--- src/rtl/ssd_scan_driver.sv ---
// Four-digit multiplexed 7-segment driver: decodes 5-bit symbol codes, scans the
// digits at REFRESH_DIV clk per slot and applies a per-digit 1 Hz blink mask.
module ssd_scan_driver #(
  parameter int REFRESH_DIV = 100_000,
  parameter int BLINK_DIV   = 50_000_000
) (
  input  logic        clk,
  input  logic        rst,
  input  logic [19:0] ssd_in,
  input  logic [3:0]  blink_mask,
  input  logic        blink_sync,
  output logic [3:0]  an,
  output logic [6:0]  seg,
  output logic        dp,
  output logic        frame_tick
);

  localparam int RW = (REFRESH_DIV > 2) ? $clog2(REFRESH_DIV) : 1;
  localparam int BW = (BLINK_DIV > 2) ? $clog2(BLINK_DIV) : 1;
  localparam logic [RW-1:0] RCNT_MAX = RW'(REFRESH_DIV - 1);
  localparam logic [BW-1:0] BCNT_MAX = BW'(BLINK_DIV - 1);
  localparam logic [4:0]    CODE_BLANK = 5'h10;

  logic [RW-1:0] rcnt_reg;
  logic [1:0]    idx_reg;
  logic [BW-1:0] bcnt_reg;
  logic          phase_reg;
  logic [4:0]    shadow_reg [4];
  logic [3:0]    smask_reg;
  logic [3:0]    an_reg;
  logic [6:0]    seg_reg;
  logic          dp_reg;
  logic          frame_tick_reg;

  logic          rwrap;
  logic          bwrap;
  logic          frame_latch;
  logic          dark;
  logic [3:0]    an_next;
  logic [6:0]    seg_next;

  function automatic logic [6:0] decode(input logic [4:0] code);
    logic [6:0] s;
    case (code)
      5'h00: s = 7'b0000001;
      5'h01: s = 7'b1001111;
      5'h02: s = 7'b0010010;
      5'h03: s = 7'b0000110;
      5'h04: s = 7'b1001100;
      5'h05: s = 7'b0100100;
      5'h06: s = 7'b0100000;
      5'h07: s = 7'b0001111;
      5'h08: s = 7'b0000000;
      5'h09: s = 7'b0000100;
      5'h0A: s = 7'b0001000;
      5'h0B: s = 7'b1100000;
      5'h0C: s = 7'b0110001;
      5'h0D: s = 7'b1000010;
      5'h0E: s = 7'b0110000;
      5'h0F: s = 7'b0111000;
      5'h11: s = 7'b1111110;
      5'h12: s = 7'b1110001;
      5'h13: s = 7'b1100010;
      5'h14: s = 7'b0011000;
      5'h15: s = 7'b1101010;
      5'h16: s = 7'b1111010;
      5'h17: s = 7'b1000001;
      default: s = 7'b1111111;
    endcase
    return s;
  endfunction

  assign rwrap       = (rcnt_reg == RCNT_MAX);
  assign bwrap       = (bcnt_reg == BCNT_MAX);
  assign frame_latch = rwrap && (idx_reg == 2'd3);

  // Scan position and refresh counter.
  always_ff @(posedge clk or negedge rst) begin
    if (!rst) begin
      rcnt_reg <= '0;
      idx_reg  <= 2'd0;
    end else if (rwrap) begin
      rcnt_reg <= '0;
      idx_reg  <= idx_reg + 2'd1;
    end else begin
      rcnt_reg <= rcnt_reg + RW'(1);
    end
  end

  // Blink timer; a sync pulse overrides a coincident wrap.
  always_ff @(posedge clk or negedge rst) begin
    if (!rst) begin
      bcnt_reg  <= '0;
      phase_reg <= 1'b0;
    end else if (blink_sync) begin
      bcnt_reg  <= '0;
      phase_reg <= 1'b0;
    end else if (bwrap) begin
      bcnt_reg  <= '0;
      phase_reg <= ~phase_reg;
    end else begin
      bcnt_reg  <= bcnt_reg + BW'(1);
    end
  end

  // Shadow copy of the display word, updated only at frame boundaries so a
  // frame never mixes old and new symbols.
  generate
    for (genvar gi = 0; gi < 4; gi++) begin : g_shadow
      always_ff @(posedge clk or negedge rst) begin
        if (!rst)
          shadow_reg[gi] <= CODE_BLANK;
        else if (frame_latch)
          shadow_reg[gi] <= ssd_in[gi*5 +: 5];
      end
    end
  endgenerate

  always_ff @(posedge clk or negedge rst) begin
    if (!rst) begin
      smask_reg      <= 4'b0000;
      frame_tick_reg <= 1'b0;
    end else begin
      frame_tick_reg <= frame_latch;
      if (frame_latch)
        smask_reg <= blink_mask;
    end
  end

  always_comb begin
    an_next  = 4'b1111;
    seg_next = 7'h7F;
    dark     = phase_reg && smask_reg[idx_reg];
    if (!dark) begin
      an_next  = ~(4'b0001 << idx_reg);
      seg_next = decode(shadow_reg[idx_reg]);
    end
  end

  always_ff @(posedge clk or negedge rst) begin
    if (!rst) begin
      an_reg  <= 4'b1111;
      seg_reg <= 7'h7F;
      dp_reg  <= 1'b1;
    end else begin
      an_reg  <= an_next;
      seg_reg <= seg_next;
      dp_reg  <= 1'b1;
    end
  end

  assign an         = an_reg;
  assign seg        = seg_reg;
  assign dp         = dp_reg;
  assign frame_tick = frame_tick_reg;

endmodule

--- config.mk ---
export PLATFORM = sky130hd
export DESIGN_NAME = ssd_scan_driver
export DESIGN_NICKNAME = d
export VERILOG_FILES = /design/src/rtl/ssd_scan_driver.sv
export SDC_FILE = /design/constraint.sdc
export NUM_CORES = 1
export LEC_CHECK = 0
export BUFFER_PORTS_ARGS = -buffer_cell sky130_fd_sc_hd__buf_2
export CAP_MARGIN = 20
export CORE_UTILIZATION = 60
export CTS_CLUSTER_SIZE = 40
export DETAILED_ROUTE_END_ITERATION = 8
export GPL_TIMING_DRIVEN = 0
export PLACE_DENSITY = 0.8
export SYNTH_ARGS = -nofsm -noshare
export SYNTH_HDL_FRONTEND = slang
export SYNTH_SLANG_ARGS = --single-unit
--- constraint.sdc ---
create_clock -name clk -period 3 [get_ports clk]
set_input_delay 0.15 -clock clk [delete_from_list [all_inputs] [get_ports clk]]
set_output_delay 0.15 -clock clk [all_outputs]
set_load 0.05 [all_outputs]
==> impl_metrics.csv <==
group,metric,value,unit
clock_network,clkTransAtPathRegs,0.08,ns
routing,antenna_left,0,
floorplan,core_area,6910,um^2
clock_network,clk_latency,0.36,ns
yosys,synth_cells,396,
floorplan,dieArea,7650,um^2
global_route,grt_pass1_vias,3187,
worst_hold_path,min_delay_path_depth,2,
power,switching_power,547,uW
yosys,synth-simple-area-share,19.5,%
sta,hold_viol,0,
worst_setup_path,start_kind,"flip-flop",
sta,finalMaxSlewViolations,0,
placement,io_buffers,38,
worst_setup_path,critPathTopFamily,"multiplexers",
yosys,synth_cell_types,64,
global_route,grt_usage,25.9,%
yosys,ys_ff_latch,82,
worst_setup_path,critPathBufInv,2,
sta,fin_tns_setup,0,ns
routing,avgRoutedWirePerCell,16.2,um
floorplan,die_h,87.5,um
floorplan,start_util,63.4,%
clock_network,cts_buffer_depth,2,
sta,finalClockSkew,0.0115,ns
sta,max_freq,407,MHz
worst_setup_path,crit_path_top_delay_cell,"mux4_2",
clock_network,cts_made_buffers,9,
floorplan,fp-row-count,30,
layout,num_antenna_cells,0,
power,swShare,25.4,%
sta,grt_setup_unrepaired,"false",
yosys,yosysTopAreaCellShare,38.3,%
worst_hold_path,min_path_type,"in -> reg",
routing,dr_total_vias,3345,
sta,relSlewSlack,59.9,%
global_route,grt_pass1_wl,15200,um
global_route,grt_overflow_total,0,
placement,gp_congestion,0.895,
yosys,synth_mux_area_share,11.5,%
worst_setup_path,reg2regPathDepth,7,
power,p_leak,0.00211,uW
layout,fillers,511,
routing,dr.pass1.iters,7,
layout,area_growth,14.6,%
layout,nNetsFinal,497,
worst_setup_path,worst-path-stages,7,
layout,drive_above_1_share,24.3,%
power,combPwrFrac,9.4,%
global_route,grt_max_degree,61,
sta,tightest_slew,0.597,ns
power,power.share.clock,36.6,%
routing,drcViolationCount,0,
clock_network,post_cts_resized,0,
floorplan,dieWidth,87.5,um
yosys,synthTopCellsByArea,"dfrtp_1 (38%), dfstp_2 (9.0%), mux2_1 (5.1%), ha_1 (3.7%), mux4_2 (3.6%)",
worst_setup_path,cp_data_arrival_time,2.71,ns
power,p_seq_share,54.0,%
layout,largest_reg_flops,26,
yosys,synth_compound_area_share,8.74,%
worst_setup_path,cpPeakStageDelay,0.63,ns
yosys,async_flop_share,100,%
yosys,ys.flop_type,"dfrtp_1",
yosys,ys_seq_area_share,47.3,%
layout,final_common_cell,"dfrtp_1",
yosys,yosys.area_share.adder,3.71,%
power,intPower,1610,uW
worst_setup_path,path_cells,"buf_6 > mux4_2 > inv_1 > ha_1 > mux2_2 > o32ai_1 > o311ai_1",
placement,place_hpwl,6220,um
global_route,antenna_found_initial,0,
yosys,yosysTopAreaCell,"dfrtp_1",
sta,fin_crit_sh,81.9,%
job,drv_cap,0,
clock_network,tritoncts,"built",
yosys,synthesis.nets,436,
worst_setup_path,critPathRequiredTime,3.26,ns
power,p_per_area,429,nW/um^2
clock_network,htree_levels,3,
yosys,syn_area_per_cell,11.1,um^2
worst_setup_path,end_kind,"flip-flop",
floorplan,io_pins,40,
worst_setup_path,cp_max_fo,10,
routing,dr.first_iter.drc_count,189,
power,vdd_ir_drop_max,0.307,mV
clock_network,cts.sinks,82,
sta,setup_viol,0,
layout,final_cell_mix,"dfrtp_1 (67), buf_2 (44), nand2_1 (27), nor2_1 (25), mux2_1 (20)",
layout,post-route-util,72.7,%
routing,wirelength,9020,um
worst_setup_path,crit_type,"reg -> reg",
sta,fin_crit,2.46,ns
clock_network,cts_root_buf,"clkbuf_8",
yosys,syn_area,4380,um^2
clock_network,post_cts_buffers,0,
yosys,yosys_warnings,0,
yosys,synth_edf_count,0,
yosys,synth_top_family_by_area,"simple AND/OR/NAND/NOR gates",
clock_network,ctsHoldBuffers,10,
outcome,outcome,"complete, no violations",
routing,vias_per_cell,6.01,
yosys,synthXorXnorAreaFrac,5.20,%
==> power groups by stage <==
stage	Combinational (uW)	Sequential, uW	Clock (uW)
floorplan	84.5	1220	0
finish	202	1160	788
CTS	201	1160	801
global placement	180	1180	0
detailed placement	190	1180	0
global route	221	1170	862
==> cells by family after synthesis <==
kind of cell,after synthesis
flops,82
compound gates,57
buf+inv,33
xor+xnor,26
fa+ha+maj,13
simple gates,146
other cells,1
mux,38
==> cell type report <==
| type | instances | area (um^2) | share of cell area [%] |
|---|---|---|---|
| Multi-Input combinational cell | 281 | 2130 | 42.4 |
| Sequential cell | 82 | 2070 | 41.2 |
| Timing Repair Buffer | 50 | 330 | 6.58 |
| Clock buffer | 9 | 124 | 2.47 |
| Tap cell | 96 | 120 | 2.39 |
| Buffer | 16 | 115 | 2.29 |
| Clock inverter | 6 | 67.6 | 1.34 |
| Inverter | 17 | 63.8 | 1.27 |
==> final timing paths <==
check	from	to	slack, ns
min in group asynchronous	rst	shadow_reg[3]$_DFFE_PN0P_	0.24
max	idx_reg[0]$_DFFE_PN0N_	seg[6]$_DFF_PN1_	0.54
max in group asynchronous	rst	bcnt_reg[1]$_DFF_PN0_	2.17
max reg2reg	idx_reg[0]$_DFFE_PN0N_	seg[6]$_DFF_PN1_	0.54
min reg2reg	shadow_reg[11]$_DFFE_PN0P_	shadow_reg[11]$_DFFE_PN0P_	0.50
min	ssd_in[8]	shadow_reg[13]$_DFFE_PN0P_	0.01
==> Yosys cell counts, drive strengths merged (3+ instances only) <==
cell   count
or3        6
o31ai      7
nor2b      3
mux2      27
buf       15
xor2       9
and2       4
dfrtp     67
a21oi     19
and4       6
ha        13
xnor2     17
or4        6
o41ai      4
nor3      10
mux2i      4
nor2      25
inv       17
nand4     15
dfstp     15
nor4       6
nand3     16
or2        3
and3       7
nand2     28
mux4       7
o21ai     11
==> metrics by stage <==
step                      total power [uW]  hold slack [ns]  cells  setup slack, ns  area (um^2)
after detailed placement              1370           0.0637    531            0.605         4720
after global placement                1360            0.355    530            0.685         4690
after global routing                  2250          0.00347    557            0.414         5020
after CTS                             2170          0.00256    556            0.552         5010
after floorplan                       1300           -0.146    396            0.915         4380
final                                 2150           0.0105    557            0.542         5020
==> layer usage <==
layer  vias up  part of all wire [%]  track usage [%]
met3        19                   4.1             3.98
met5         -                     0                0
met2        97                    52             44.3
li1       1562                     -                -
met1      1667                    43             32.9
met4         0                   1.6             10.1
No activity file was read; power rests on OpenSTA's default activity.
